[src/rtl/s2p_deframer_pkg.sv]
// Shared types and defaults for the serial-to-parallel deframer.
// Holds the FSM state encoding, the length-width helper and the default match settings.
package s2p_deframer_pkg;

  typedef enum logic [0:0] {
    StIdle,
    StShift
  } state_e;

  localparam logic [7:0]  DefMatchPattern = 8'hAA;
  localparam int unsigned DefMatchLen     = 7;

  // Bits needed to hold a count of 0..data_w.
  function automatic int unsigned len_width(int unsigned data_w);
    return $clog2(data_w + 1);
  endfunction

endpackage

[src/rtl/s2p_out_fifo.sv]
// Two-entry valid/ready output buffer for completed frames.
// A push while full is dropped unless a pop happens in the same cycle.
module s2p_out_fifo #(
  parameter int unsigned WIDTH = 13
) (
  input  logic             clk,
  input  logic             rst,
  input  logic             push,
  input  logic [WIDTH-1:0] push_data,
  input  logic             out_ready,
  output logic             out_valid,
  output logic [WIDTH-1:0] out_data,
  output logic             overflow
);

  logic [WIDTH-1:0] mem_q [2];
  logic             rd_ptr_q, wr_ptr_q;
  logic [1:0]       count_q;
  logic             full, pop, accept;

  assign full      = (count_q == 2'd2);
  assign out_valid = (count_q != 2'd0);
  assign pop       = out_valid && out_ready;
  // The pop frees its slot in the same cycle, so a push while full is still legal then.
  assign accept    = push && (!full || pop);
  assign overflow  = push && full && !pop;
  assign out_data  = out_valid ? mem_q[rd_ptr_q] : '0;

  always_ff @(posedge clk or posedge rst) begin
    if (rst) begin
      mem_q[0] <= '0;
      mem_q[1] <= '0;
      rd_ptr_q <= 1'b0;
      wr_ptr_q <= 1'b0;
      count_q  <= 2'd0;
    end else begin
      if (accept) begin
        mem_q[wr_ptr_q] <= push_data;
        wr_ptr_q        <= ~wr_ptr_q;
      end
      if (pop) begin
        rd_ptr_q <= ~rd_ptr_q;
      end
      count_q <= count_q + {1'b0, accept} - {1'b0, pop};
    end
  end

endmodule

[src/rtl/s2p_deframer.sv]
// Serial-to-parallel deframer: packs each contiguous ser_en run (MSB first) into a
// left-aligned word with its bit count and a pattern-match flag, buffered two deep.
module s2p_deframer
  import s2p_deframer_pkg::*;
#(
  parameter int unsigned        DATA_W        = 8,
  parameter logic [DATA_W-1:0]  MATCH_PATTERN = DATA_W'(DefMatchPattern),
  parameter int unsigned        MATCH_LEN     = DefMatchLen,
  localparam int unsigned       LEN_W         = len_width(DATA_W)
) (
  input  logic              clk,
  input  logic              rst,
  input  logic              ser_en,
  input  logic              ser_in,
  output logic              out_valid,
  input  logic              out_ready,
  output logic [DATA_W-1:0] out_data,
  output logic [LEN_W-1:0]  out_len,
  output logic              out_match,
  output logic              ovf_sticky,
  input  logic              ovf_clr
);

  localparam int unsigned EntryW = DATA_W + LEN_W + 1;

  state_e            state_q, state_d;
  logic [DATA_W-1:0] shreg_q, shifted;
  logic [LEN_W-1:0]  cnt_q, next_cnt;
  logic              full_frame;
  logic              close;
  logic [DATA_W-1:0] close_word;
  logic [LEN_W-1:0]  close_len;
  logic              close_match;
  logic              fifo_overflow;
  logic [EntryW-1:0] fifo_data;

  // A bit sampled in idle starts a fresh frame; in shift it appends at the LSB.
  assign shifted    = (state_q == StIdle) ? DATA_W'(ser_in) : ((shreg_q << 1) | DATA_W'(ser_in));
  assign next_cnt   = (state_q == StIdle) ? LEN_W'(1) : (cnt_q + 1'b1);
  assign full_frame = ser_en && (next_cnt == LEN_W'(DATA_W));

  always_ff @(posedge clk or posedge rst) begin
    if (rst) begin
      state_q <= StIdle;
    end else begin
      state_q <= state_d;
    end
  end

  always_comb begin
    state_d = state_q;
    unique case (state_q)
      StIdle:  if (ser_en && !full_frame) state_d = StShift;
      StShift: if (!ser_en || full_frame) state_d = StIdle;
      default: state_d = StIdle;
    endcase
  end

  always_comb begin
    close      = 1'b0;
    close_word = '0;
    close_len  = '0;
    if (full_frame) begin
      close      = 1'b1;
      close_word = shifted;
      close_len  = LEN_W'(DATA_W);
    end else if (!ser_en && (state_q == StShift)) begin
      close      = 1'b1;
      close_word = shreg_q << (LEN_W'(DATA_W) - cnt_q);
      close_len  = cnt_q;
    end
    close_match = close && (close_len == LEN_W'(MATCH_LEN)) && (close_word == MATCH_PATTERN);
  end

  // Count returns to 0 on every close so a full-frame wrap never yields an empty frame.
  always_ff @(posedge clk or posedge rst) begin
    if (rst) begin
      shreg_q <= '0;
      cnt_q   <= '0;
    end else if (ser_en) begin
      shreg_q <= shifted;
      cnt_q   <= full_frame ? '0 : next_cnt;
    end else begin
      cnt_q   <= '0;
    end
  end

  always_ff @(posedge clk or posedge rst) begin
    if (rst) begin
      ovf_sticky <= 1'b0;
    end else if (fifo_overflow) begin
      ovf_sticky <= 1'b1;
    end else if (ovf_clr) begin
      ovf_sticky <= 1'b0;
    end
  end

  s2p_out_fifo #(
    .WIDTH (EntryW)
  ) u_out_fifo (
    .clk       (clk),
    .rst       (rst),
    .push      (close),
    .push_data ({close_word, close_len, close_match}),
    .out_ready (out_ready),
    .out_valid (out_valid),
    .out_data  (fifo_data),
    .overflow  (fifo_overflow)
  );

  assign {out_data, out_len, out_match} = fifo_data;

endmodule

[config.mk]
export PLATFORM = sky130hd
export DESIGN_NAME = s2p_deframer
export DESIGN_NICKNAME = d
export VERILOG_FILES = /design/src/rtl/s2p_deframer_pkg.sv /design/src/rtl/s2p_out_fifo.sv /design/src/rtl/s2p_deframer.sv
export SDC_FILE = /design/constraint.sdc
export NUM_CORES = 1
export LEC_CHECK = 0
export BUFFER_PORTS_ARGS = -buffer_cell sky130_fd_sc_hd__buf_2
export CAP_MARGIN = 5
export CORE_MARGIN = 8
export CORE_UTILIZATION = 57
export DETAILED_ROUTE_END_ITERATION = 8
export GPL_TIMING_DRIVEN = 1
export PLACE_DENSITY = 0.77
export SYNTH_ARGS = -nofsm -noshare
export SYNTH_HDL_FRONTEND = slang
export SYNTH_SLANG_ARGS = --single-unit
[constraint.sdc]
create_clock -name clk -period 3.06 [get_ports clk]
set_input_delay 0.459 -clock clk [delete_from_list [all_inputs] [get_ports clk]]
set_output_delay 0.459 -clock clk [all_outputs]
set_load 0.01 [all_outputs]
==> metrics.cfg <==
[clock_network]
cts_buffers = 5
cts_sinks = 44
root_buffer = clkbuf_8
worstSkewPairLatency_ps = 300
cts_tree = yes
post-cts-setup-buffers = 0
cts_hold_buf = 0
cts_resized = 0
cts_htree_levels = 2
clk_pin_slew_worst_paths_ps = 80
cts_max_path_buffers = 2

[detailed_routing]
wl_per_cell_um = 15.4
ant_nets = 0
via_per_inst = 5.60
drc = 0
drt-met1-wl_um = 2330
wl_met2_um = 2290
drt_pass1_iterations = 4
vias = 1781
wl_met3_um = 202
wl_um = 4890
topRoutingLayerUsed = met4
drtIter0Drc = 80

[final_layout]
antenna_cells = 0
layout_common_cells = 44 x dfrtp_1, 25 x nor2_1, 24 x nand2_1
final_cell_count_no_fill = 318
fin_nets = 275
multi_input_area_um2 = 1290
regArea_um2 = 1100
drive_above_1_share_pct = 22.9
layout_commonest_cell = dfrtp_1
fillCellCount = 367
area_growth_pct = 8.16

[critical_path]
path_cells = inv_1 -> ha_1 -> mux2_2 -> a22oi_1 -> a32oi_1 -> a2bb2oi_1 -> nor3_1 -> a22o_1
cp_max_fo = 14
critPathMaxStageDelay_ps = 590
crit_slowest_cell = ha_1
worstPathRequired_ps = 3300
cp.arrival_ps = 3020
worstSetupPathType = reg2reg
endpoint_kind = flop
critPathLaunchType = flop

[placement]
port_buffers = 20
dp.cells = 310
post-dp-hpwl_um = 3580
gp_congestion = 0.877

[sta]
rsz0062_at_grt = no
setup_viol = 0
max_clock_freq_mhz = 360
fin_crit_sh_pct = 90.9
slew_violations = 0
min_period_ps = 2780
final_hold_viol_count = 0
slew_headroom_pct = 49.3
tns_ps = 0
finClkSkew_ps = 5.41
tightest_slew_ps = 761

[pwr]
total_power_uw = 1560
p_seq_share_pct = 47.5
power.share.combinational_pct = 24.7
p_switching_uw = 487
power_density_nw_per_um2 = 568
p_sw_share_pct = 31.1
p_clk_share_pct = 27.8
p_leak_uw = 0.00130
worst_ir_drop_vdd_mv = 0.258
cell_internal_pwr_uw = 1080

[die]
fp.dieH_um = 82.8
start_util_pct = 58.9
die_w_um = 82.8
ios = 21
rows = 24
die_area_um2 = 6860
core_um2 = 4320

[synth]
synth_area_um2 = 2540
yosysSeqAreaShare_pct = 43.3
ys_async_sr_fraction_pct = 100
synth.distinct_cells = 49
syn_avg_cell_area_um2 = 10.1
syn-num-nets = 261
synth_cells = 251
synth_seq_cells = 44
synth_ff_type = dfrtp_1
synth_edf_count = 0
yosysWarnings = 0

[run]
drv_cap = 0

[grt]
overflow = 0
grt_use_total_pct = 14.7
grt_pass1_wl_um = 8630
grt_start_max_net_pins = 45
grt_pass1_vias = 1758
antenna_found_initial = 0

[status]
outcome = finished, final reports clean

[min_path]
hold_path_class = in2async

synth_stat cells, types with 2 or more instances:
cell	instances	share of area (%)
nor2_1	25	3.7
nand2_1	24	3.5
nor3_1	4	0.79
mux4_2	4	3.5
nor2b_1	6	1.5
o21ai_0	21	4.1
o21a_1	2	0.59
buf_4	3	0.88
xnor2_1	3	1.0
xor2_1	3	1.0
buf_2	7	1.4
mux2i_1	15	5.9
a22o_1	4	1.4
clkbuf_1	5	0.74
nand2b_1	5	1.2
nand3_2	2	0.79
ha_1	4	2.0
inv_1	14	2.1
and2_1	3	0.74
a32oi_1	2	0.69
nand3b_1	2	0.59
a21oi_1	5	0.98
dfrtp_1	44	43
nor3b_1	3	0.88
mux2_2	17	7.5
cells by family after synthesis:
logic type,after synthesis,synth area share [%]
fa+ha+maj,4,1.97
simple gates,81,16.0
compound gates,44,11.1
flops,44,43.3
mux,39,19.0
buf+inv,32,5.95
xor+xnor,7,2.70
critical path, delay by kind of cell, from the launching register on:
kind            cells  cell delay [ps]
compound gates      4              790
fa+ha+maj           1              590
flops               1              550
mux                 1              390
simple gates        1              280
buf+inv             1              110
power by group through the flow:
| stage | Combinational [µW] | Sequential, µW | Clock [µW] |
|---|---|---|---|
| after floorplan | 351 | 690 | 0 |
| after global placement | 381 | 748 | 0 |
| after detailed placement | 391 | 755 | 0 |
| after CTS | 392 | 743 | 447 |
| after global routing | 431 | 753 | 467 |
| final | 386 | 742 | 435 |
cell type report:
cell class,instances,share of cell area [%]
tap,52,2.36
timing repair buffer,24,4.73
inverter,15,2.05
clock inverter,2,1.27
sequential,44,40.0
clock buffer,6,2.64
multi-input combinational,175,47.0
worst paths after layout:
| path | from | end | slack, ps | cells past startpoint |
|---|---|---|---|---|
| worst max register to register | cnt_q[1] | u_out_fifo.mem_q[0] | 280 | 8 |
| worst min register to register | u_out_fifo.mem_q[16] | u_out_fifo.mem_q[16] | 480 | 2 |
| max in group asynchronous | rst | u_out_fifo.mem_q[7] | 2420 | 3 |
| min in group clk | ovf_clr | ovf_sticky | 350 | 2 |
| worst max-delay path | cnt_q[1] | u_out_fifo.mem_q[0] | 280 | 8 |
| worst min-delay path | rst | u_out_fifo.count_q[1] | 280 | 3 |
per-stage QoR:
stage	hold slack, ps	cell area [µm²]	worst slack, ps	util [%]
finish	281	2750	279	63.7
global route	331	2750	106	63.7
CTS	298	2750	315	63.7
detailed placement	470	2650	352	61.2
global placement	462	2650	413	61.2
floorplan	449	2540	602	-
sequential cells by signal (all words and copies together) (netlist names):
| name | count |
|---|---|
| u_out_fifo.mem_q | 26 |
| shreg_q | 8 |
| cnt_q | 4 |
| u_out_fifo.count_q | 2 |
| ovf_sticky | 1 |
| state_q | 1 |
| u_out_fifo.rd_ptr_q | 1 |
| u_out_fifo.wr_ptr_q | 1 |
metal layers:
| metal | up-vias | global-route usage (%) |
|---|---|---|
| met1 | 850 | 18.9 |
| met2 | 30 | 23.0 |
| met3 | 7 | 4.39 |
| met4 | 0 | 5.11 |
| li1 | 894 | - |
| met5 | - | 0 |
No activity file was read; power rests on OpenSTA's default activity.
